### config.mk
export PLATFORM = sky130hd
export DESIGN_NAME = uart_tx_drain
export DESIGN_NICKNAME = d
export VERILOG_FILES = /design/src/rtl/uart_tx_drain.sv
export SDC_FILE = /design/constraint.sdc
export NUM_CORES = 1
export LEC_CHECK = 0
export ABC_AREA = 0
export ABC_CLOCK_PERIOD_IN_PS = 3200
export BUFFER_PORTS_ARGS = -buffer_cell sky130_fd_sc_hd__buf_2
export CAP_MARGIN = 20
export CORE_UTILIZATION = 63
export DETAILED_ROUTE_END_ITERATION = 7
export MAX_ROUTING_LAYER = met4
export PLACE_DENSITY = 0.84
export SLEW_MARGIN = 20
export SYNTH_ARGS = -nofsm -noshare
export SYNTH_HDL_FRONTEND = slang
export SYNTH_SLANG_ARGS = --single-unit
### constraint.sdc
create_clock -name clk -period 3.2 [get_ports clk]
set_input_delay 0.64 -clock clk [delete_from_list [all_inputs] [get_ports clk]]
set_output_delay 0.64 -clock clk [all_outputs]
set_load 0.05 [all_outputs]
### src/rtl/uart_tx_drain.sv
// Drains a show-ahead FIFO onto an 8N1 UART line, one byte per frame.
// Pop is combinational from state so a queued byte is taken in its first IDLE cycle.
module uart_tx_drain #(
   parameter int CLK_HZ = 100_000_000,
   parameter int BAUD   = 9600
) (
   input  logic       clk,
   input  logic       rst,
   input  logic       fifo_empty,
   input  logic [7:0] fifo_data,
   output logic       fifo_pop,
   output logic       tx,
   output logic       tx_busy
);

   localparam int BIT_CYC = CLK_HZ / BAUD;
   localparam int CW      = (BIT_CYC > 1) ? $clog2(BIT_CYC) : 1;
   localparam logic [CW-1:0] CNT_LAST = CW'(BIT_CYC - 1);
   localparam logic [CW-1:0] CNT_ONE  = CW'(1);
   localparam logic [CW-1:0] CNT_ZERO = CW'(0);

   typedef enum logic [1:0] {
      IDLE  = 2'd0,
      START = 2'd1,
      DATA  = 2'd2,
      STOP  = 2'd3
   } state_t;

   state_t        state_r;
   logic [CW-1:0] cnt_r;
   logic [2:0]    bit_idx_r;
   logic [7:0]    shift_r;
   logic          tx_r;
   logic          busy_r;
   logic          bit_end_s;

   // last cycle of the current bit period
   always_comb begin
      bit_end_s = 1'b0;
      if (cnt_r == CNT_LAST) begin
         bit_end_s = 1'b1;
      end else begin
         bit_end_s = 1'b0;
      end
   end

   // pop strobe: only in IDLE, never during reset or with an empty FIFO
   always_comb begin
      fifo_pop = 1'b0;
      if (!rst && (state_r == IDLE) && !fifo_empty) begin
         fifo_pop = 1'b1;
      end else begin
         fifo_pop = 1'b0;
      end
   end

   // frame sequencer; tx is loaded one cycle ahead so it changes only at bit boundaries
   always_ff @(posedge clk) begin
      if (rst) begin
         state_r   <= IDLE;
         cnt_r     <= CNT_ZERO;
         bit_idx_r <= 3'd0;
         shift_r   <= 8'h00;
         tx_r      <= 1'b1;
         busy_r    <= 1'b0;
      end else begin
         case (state_r)
            IDLE: begin
               if (!fifo_empty) begin
                  shift_r   <= fifo_data;
                  cnt_r     <= CNT_ZERO;
                  bit_idx_r <= 3'd0;
                  tx_r      <= 1'b0;
                  busy_r    <= 1'b1;
                  state_r   <= START;
               end else begin
                  tx_r   <= 1'b1;
                  busy_r <= 1'b0;
               end
            end
            START: begin
               if (bit_end_s) begin
                  cnt_r     <= CNT_ZERO;
                  bit_idx_r <= 3'd0;
                  tx_r      <= shift_r[0];
                  state_r   <= DATA;
               end else begin
                  cnt_r <= cnt_r + CNT_ONE;
               end
            end
            DATA: begin
               if (bit_end_s) begin
                  cnt_r   <= CNT_ZERO;
                  shift_r <= {1'b0, shift_r[7:1]};
                  if (bit_idx_r == 3'd7) begin
                     tx_r    <= 1'b1;
                     state_r <= STOP;
                  end else begin
                     tx_r      <= shift_r[1];
                     bit_idx_r <= bit_idx_r + 3'd1;
                  end
               end else begin
                  cnt_r <= cnt_r + CNT_ONE;
               end
            end
            STOP: begin
               if (bit_end_s) begin
                  cnt_r     <= CNT_ZERO;
                  bit_idx_r <= 3'd0;
                  busy_r    <= 1'b0;
                  state_r   <= IDLE;
               end else begin
                  cnt_r <= cnt_r + CNT_ONE;
               end
            end
            default: begin
               state_r   <= IDLE;
               cnt_r     <= CNT_ZERO;
               bit_idx_r <= 3'd0;
               tx_r      <= 1'b1;
               busy_r    <= 1'b0;
            end
         endcase
      end
   end

   assign tx      = tx_r;
   assign tx_busy = busy_r;

endmodule

==> results of run 1 <==
-- stage by stage --
stage	worst slack (ps)	hold slack (ps)	power, uW
detailed placement	982	474	1090
finish	903	495	1300
global route	752	508	1380
CTS	888	489	1300
floorplan	863	439	970
global placement	1070	452	1050
-- per-layer routing --
layer	share of wire	up-vias	GRT usage
li1	-	693	-
met1	0.44	682	0.344
met2	0.50	41	0.458
met3	0.044	7	0.0609
met4	0.012	0	0.110
met5	0	-	-
-- cells by family (layout without fill, tap and decap cells) --
group / Yosys count / in the layout / share of synthesized area
AO/OA/AOI/OAI: 49 / 49 / 0.274
XOR/XNOR: 2 / 2 / 0.0108
adder cells (fa/ha/maj): 7 / 7 / 0.0541
buffers and inverters: 21 / 36 / 0.0540
flip-flops: 29 / 29 / 0.358
multiplexers: 6 / 6 / 0.0378
AND/OR/NAND/NOR: 61 / 61 / 0.211
-- where the power goes --
| group | switching (uW) | leakage (uW) | internal (uW) |
|---|---|---|---|
| registers | 57.2 | 0.000236 | 433 |
| logic | 357 | 0.000414 | 238 |
| clock network | 132 | 0.0000310 | 82.6 |
| total | 547 | 0.000682 | 754 |
-- area by class of cell --
cell class	instances	area [um^2]	area share
Clock inverter	3	17.5	0.0100
Tap cell	30	37.5	0.0214
Multi-Input combinational cell	125	952	0.544
Timing Repair Buffer	14	72.6	0.0415
Sequential cell	29	581	0.332
Inverter	14	52.6	0.0300
Clock buffer	5	37.5	0.0214
-- path summary, 6_finish.rpt --
kind,to,slack [ps],depth (start not counted)
setup reg to reg,shift_r[2]$_SDFFE_PP0P_,1050,5
setup / recovery,fifo_pop,900,5
hold / removal,cnt_r[13]$_SDFFE_PP0N_,500,1
hold reg to reg,cnt_r[13]$_SDFFE_PP0N_,500,1
-- critical path, cell delays in order (launching register included) --
cell and delay, ps:
dfxtp_1 330, inv_1 120, ha_1 350, nand2b_1 150
nor2_1 100, buf_2 270
-- sequential cells by signal, summed over array words and instances, names as in the netlist --
signal	count
cnt_r	14
shift_r	8
bit_idx_r	3
state_r	2
tx	1
tx_busy	1
-- synth_stat cells (all sizes together) (2+ instances only) --
cell | count | area share
a22o | 4 | 0.022
a21oi | 8 | 0.025
o31ai | 3 | 0.014
o311ai | 4 | 0.022
mux2i | 5 | 0.031
o221a | 7 | 0.049
nand2 | 10 | 0.023
ha | 7 | 0.054
nor3b | 4 | 0.019
dfxtp | 29 | 0.36
clkbuf | 4 | 0.0093
nor4 | 6 | 0.032
nor2 | 15 | 0.035
o21a | 6 | 0.028
inv | 14 | 0.032
a31o | 2 | 0.016
nor3 | 9 | 0.028
nand2b | 2 | 0.0077
nand3 | 7 | 0.029
a31oi | 2 | 0.0077
a32o | 3 | 0.019
nand4 | 3 | 0.012
buf | 3 | 0.012
==> results.toml, run 1 <==
[timing]
final_max_slew_viol_count = 0
maxSlewHeadroom = 0.582
tightest_slew_ps = 626
setup_viol = 0
fmax_ghz = 0.435
rsz0062_at_grt = "false"
fin_skew_ps = 12.8
finalHoldViolCount = 0
setup_tns_ps = 0
finalCritPeriodShare = 0.718
fin_crit_ps = 2300

[floorplanning]
chipWidth_um = 52.7
row_count = 18
pin_count = 14
dieArea_mm2 = 0.00278
initial_core_util = 0.660
die_y_um = 52.7
core_area_mm2 = 0.00245

[drt]
first_pass_iters = 4
drc = 0
vias = 1423
vias_per_cell = 6.47
drt-initial-drc-count = 43
wl_mm = 3.52
wire_per_inst_um = 16.0
antenna_left = 0

[setup_path]
reg2reg_from = "cnt_r[0]$_SDFFE_PP0N_"
cp_max_fo = 8
required_ps = 2560
endpoint_kind = "primary output"
cp-startpoint = "state_r[0]$_SDFFE_PP0P_"
worstSetupPathType = "reg2out"
startpoint_type = "register"
arrival_ps = 1660

[place]
dpl_cell_area_mm2 = 0.00170
gp_congestion = 0.863
io_buffers = 13
dp.cells = 212
dp_hpwl_mm = 2.54

[global_route]
track_usage = 0.284
grt_overflow = 0
grt_max_degree = 38
grt_pass1_wl_mm = 5.53
antenna_found_initial = 0
grt_pass1_vias = 1227

[layout]
drive_gt1_frac = 0.216
syn_to_final_growth_pct = 8.03
post-route-cell-area_mm2 = 0.00175
fin_nets = 207
most-common-layout-cells = "dfxtp_1, nor2_1, inv_1"
antenna_cells = 0
final_common_cell = "dfxtp_1"
fin_util = 0.713
nFillCells = 199
final-instance-count-excl-fill = 220

[yosys]
synthFlopType = "dfxtp_1"
yosysUniqueCellTypes = 46
ys_async_sr_fraction = 0
ys.warnings.count = 0
seq_area_frac_synth = 0.358
syn_area_per_cell_um2 = 9.26
synth_enable_flop_cells = 0
synth_seq_cells = 29
syn_area_mm2 = 0.00162
syn_nets = 193
netlist_instances = 175

[clocking]
h-tree-depth = 2
clockRootBuffer = "clkbuf_4"
cts_tree = "yes"
clock-sinks = 29
cts_hold_buffers = 0
post_cts_buffers = 0
clkTransAtPathRegs_ps = 100
cts.repair.resized = 0
insertion_delay_ps = 330
cts_buffers = 5
cts_buffer_depth = 2

[min_path]
hold_start = "cnt_r[13]$_SDFFE_PP0N_"
hold_path.class = "reg2reg"

[power_and_ir_drop]
leakagePower_uw = 0.000682
power.density_mw_per_mm2 = 743
vdd_ir_drop_max_mv = 0.605

[run]
max-cap-violations = 0

[outcome]
status = "complete, no violations"
Power figures use the tool's default switching activity.
==> run 2, diff against run 1 <==
ABC_CLOCK_PERIOD_IN_PS = 2000   (was 3200)
CORE_UTILIZATION = 53   (was 63)
PLACE_DENSITY = 0.75   (was 0.84)
clock period = 2 ns   (was 3.2 ns; I/O delays follow)
==> run 2 against run 1 <==
  * The flow now finishes with violations (DRC)
  * Via count up 4.6%
  * Largest power group unchanged
  * Combinational power grew 88%
  * Count of clock-buffer cells in the layout grew 2
  * Sequential share of layout area shrank 2.3 points
  * Critical endpoint is now cnt_r[12]$_SDFFE_PP0N_
  * Final cell count grew 6.8%
==> results.toml, run 2 (synthesized netlist as in run 1, its figures left out) <==
[layout]
top_regs = "cnt_r (14), shift_r (8), bit_idx_r (3)"
drive_gt1_frac = 0.284
final-instance-count-excl-fill = 235
top_register = "cnt_r"
syn_to_final_growth_pct = 17.1
antenna_cells = 0
fin_nets = 222
fin_util = 0.671
most-common-layout-cells = "dfxtp_1, nor2_1, inv_1, buf_4, buf_2"
final_common_cell = "dfxtp_1"
largest_reg_flops = 14

[power_and_ir_drop]
clock_power_share = 0.162
p_comb_frac = 0.491
vdd_ir_drop_max_mv = 0.939
power.density_mw_per_mm2 = 1200
power_switching_uw = 906
seq_power_share = 0.347
p_sw_frac = 0.398
internal_power_uw = 1370
leakagePower_uw = 0.000765
power_uw = 2280

[floorplanning]
pin_count = 14
chipWidth_um = 57.3
dieArea_mm2 = 0.00328
row_count = 19
initial_core_util = 0.573
core_area_mm2 = 0.00283
die_y_um = 57.3

[setup_path]
critPathMaxStageDelay_ps = 570
worstSetupPathType = "reg2reg"
endpoint_kind = "register"
cp_max_fo = 4
slowest_stage = "or4_4"
critical_path.cell_chain = "or4_4, o41ai_4, buf_4, nor2_1, a22o_1"
startpoint_type = "register"
arrival_ps = 2180
reg2reg_from = "cnt_r[4]$_SDFFE_PP0N_"
required_ps = 2240
cp-startpoint = "cnt_r[4]$_SDFFE_PP0N_"

[global_route]
use_met3 = 0.0635
track_usage = 0.273
grt_overflow = 0
busiest_layer = "met2"
grt_max_degree = 24
antenna_found_initial = 0
grt_pass1_vias = 1420
grtUsageMet1 = 0.329
grt_use_met2 = 0.432
grt_pass1_wl_mm = 6.54

[drt]
wire_per_inst_um = 16.5
vias = 1488
antenna_left = 0
wl_mm = 3.87
drt-initial-drc-count = 62
vias_per_cell = 6.33
drc = 2
first_pass_iters = 6

[timing]
worst_slack_ps = 57.0
fin_skew_ps = 6.92
maxSlewHeadroom = 0.708
finalHoldViolCount = 0
holdWs_ps = 372
fmax_ghz = 0.515
final_max_slew_viol_count = 0
tightest_slew_ps = 434
setup_viol = 0
finalCritPeriodShare = 0.971
fin_crit_ps = 1940

[clocking]
clock-sinks = 29
insertion_delay_ps = 330
cts_buffers = 5
clkTransAtPathRegs_ps = 90
cts_hold_buffers = 0
cts_buffer_depth = 2
clockRootBuffer = "clkbuf_4"
h-tree-depth = 2
cts_tree = "yes"

[place]
gp_congestion = 0.897
dp_hpwl_mm = 2.75
dp.cells = 226
io_buffers = 13
post-place-ws_ps = 15.4

[min_path]
hold_path.class = "in2reg"
hold_start = "fifo_data[7]"

[run]
max-cap-violations = 0

[outcome]
violations = "DRC"
status = "finished, violations left"
## run 2: layout make-up
type	count	area, um^2
Clock buffer	7	55.1
Timing Repair Buffer	29	189
Inverter	14	52.6
Fill cell	218	931
Tap cell	31	38.8
Multi-Input combinational cell	125	977
Sequential cell	29	586
## run 2: final timing paths
kind | to | slack (ps) | depth (start not counted)
min reg2reg | tx_busy$_SDFFE_PP0P_ | 500 | 1
min | shift_r[7]$_SDFFE_PP0P_ | 370 | 3
max | cnt_r[12]$_SDFFE_PP0N_ | 60 | 5
max reg2reg | cnt_r[12]$_SDFFE_PP0N_ | 60 | 5
## run 2: through the flow
stage,TNS [ps],instance area (um^2)
finish,0,1900
global route,-33.8,1900
CTS,0,1850
detailed placement,0,1790
global placement,0,1790
floorplan,0,1620
## run 2: worst max-delay path, delay by kind of cell, from the launching register on
| family | cells | cell delay (ps) |
|---|---|---|
| AO/OA/AOI/OAI | 2 | 670 |
| buffers and inverters | 1 | 190 |
| flip-flops | 1 | 330 |
| AND/OR/NAND/NOR | 2 | 650 |
## run 2: what timing repair did
| item | in CTS | in global routing |
|---|---|---|
| resized for setup | 1 | 8 |
| pin swaps | 0 | 2 |
| gates cloned | 0 | 1 |
| setup buffers | 0 | 1 |
| setup endpoints to repair | 1 | 22 |
## run 2: routing by layer
metal	part of all wire	up-vias
li1	-	728
met1	0.45	707
met2	0.48	40
met3	0.049	13
met4	0.026	0
met5	0	-
## run 2: power groups by stage
stage	logic [uW]	registers, uW	clock network [uW]
final	1120	791	369
after detailed placement	1010	788	0
after CTS	1020	777	375
after global routing	1210	807	400
after global placement	971	779	0
after floorplan	736	816	0
==> run 3, diff against run 2 <==
RECOVER_POWER = 25   (was unset)
==> run 3 against run 2 <==
  * The run still ends with DRC left
  * Critical path depth unchanged
  * Non-clock buffer count stayed put
  * Setup slack about the same
  * Count of clock-buffer cells in the layout is the same
  * Utilization decreased by 0.089 points
  * Die area unchanged
  * Maximum frequency about the same
  * Clock power barely moved
  * Largest power group unchanged
  * Highest routed layer unchanged
==> results.toml, run 3 (synthesized netlist as in run 1, its figures left out) <==
[place]
post-place-ws_ps = 15.4
io_buffers = 13
dpl_cell_area_mm2 = 0.00179
gp_congestion = 0.897
dp_hpwl_mm = 2.75

[layout]
antenna_cells = 0
top_register = "cnt_r"
register_area_um2 = 586
multi_input_area_um2 = 977
most-common-layout-cells = "dfxtp_1, nor2_1, inv_1, buf_4, buf_2"
final_common_cell = "dfxtp_1"
drive_gt1_frac = 0.275
largest_reg_flops = 14
nFillCells = 217
post-route-cell-area_mm2 = 0.00190
syn_to_final_growth_pct = 17.0
fin_nets = 222
top_regs = "cnt_r (14), shift_r (8), bit_idx_r (3)"

[timing]
setup_viol = 0
setup_tns_ps = 0
holdWs_ps = 372
fmax_ghz = 0.515
tightest_slew_ps = 602
final_max_slew_viol_count = 0
maxSlewHeadroom = 0.600
finalHoldViolCount = 0
finalCritPeriodShare = 0.971
fin_crit_ps = 1940
fin_skew_ps = 6.92
worst_slack_ps = 57.1

[floorplanning]
initial_core_util = 0.573
chipWidth_um = 57.3
die_y_um = 57.3
pin_count = 14
dieArea_mm2 = 0.00328
core_area_mm2 = 0.00283
row_count = 19

[power_and_ir_drop]
power_uw = 2270
leakagePower_uw = 0.000759
power.density_mw_per_mm2 = 1200
vdd_ir_drop_max_mv = 0.938

[clocking]
clock-sinks = 29
cts_buffer_depth = 2
clockRootBuffer = "clkbuf_4"
h-tree-depth = 2
cts_buffers = 5
insertion_delay_ps = 330
clkTransAtPathRegs_ps = 90
cts_tree = "yes"

[drt]
drc = 2
vias_per_cell = 6.33
drt-initial-drc-count = 62
wl_mm = 3.87
wire_per_inst_um = 16.5
antenna_left = 0
first_pass_iters = 6
vias = 1488

[setup_path]
slowest_stage = "or4_4"
endpoint_kind = "register"
arrival_ps = 2180
path_buf_inv = 1
cp_top_family = "compound AO/OA/AOI/OAI gates"
critPathMaxStageDelay_ps = 570
required_ps = 2240
cp_max_fo = 4
worstSetupPathType = "reg2reg"
startpoint_type = "register"
critical_path.cell_chain = "or4_4, o41ai_4, buf_4, nor2_1, a22o_1"

[outcome]
status = "finished, violations left"
violations = "DRC"

[global_route]
track_usage = 0.273
grt_pass1_wl_mm = 6.54
grt_pass1_vias = 1420
grt_max_degree = 24
use_met3 = 0.0635
grt_use_met2 = 0.432
grtUsageMet1 = 0.329
grt_overflow = 0
antenna_found_initial = 0
busiest_layer = "met2"

[min_path]
hold_path.class = "in2reg"

[run]
max-cap-violations = 0
-- run 3: changes by cell type in the layout (fill, tap and decap cells not counted) --
cell	before	now
buf_2	13	11
clkbuf_1	1	3
-- run 3: worst paths after layout --
path,start,to,slack (ps),cells after the start
worst max-delay path,cnt_r[4]$_SDFFE_PP0N_,cnt_r[12]$_SDFFE_PP0N_,60,5
worst min register to register,tx_busy$_SDFFE_PP0P_,tx_busy$_SDFFE_PP0P_,500,1
worst max register to register,cnt_r[4]$_SDFFE_PP0N_,cnt_r[12]$_SDFFE_PP0N_,60,5
worst min-delay path,fifo_data[7],shift_r[7]$_SDFFE_PP0P_,370,3
-- run 3: what timing repair did --
| item | CTS | global route |
|---|---|---|
| pin swaps | 0 | 2 |
| buffers inserted | 0 | 1 |
| hold buffers | 0 | 0 |
| gates cloned | 0 | 1 |
| setup endpoints to repair | 1 | 22 |
| resized for setup | 1 | 8 |
-- run 3: final cells by class --
cell class | count | area share
Multi-Input combinational cell | 125 | 0.516
Clock buffer | 7 | 0.0290
Inverter | 14 | 0.0277
Timing Repair Buffer | 29 | 0.0983
Sequential cell | 29 | 0.309
Tap cell | 31 | 0.0205
-- run 3: per-stage QoR --
step	utilization	std cells
after floorplan	-	175
after global placement	0.634	226
after global routing	0.670	235
after detailed placement	0.634	226
final	0.670	235
after CTS	0.655	233
-- run 3: report_power, final --
part / switching, uW / leakage (uW) / total (uW) / internal [uW]
clock network: 203 / 0.0000314 / 369 / 166
logic: 611 / 0.000490 / 1110 / 503
registers: 92.3 / 0.000238 / 791 / 699
-- run 3: layer usage --
layer,vias to the layer above,part of all wire,wire length (um)
met5,-,0,0
met4,0,0.026,99
met3,13,0.049,190
met2,40,0.48,1860
met1,707,0.45,1720
li1,728,-,-
-- run 3: tightest hold or removal path, stage by stage --
cell,delay (ps)
buf_2,80
mux2i_1,50
nor3_1,120
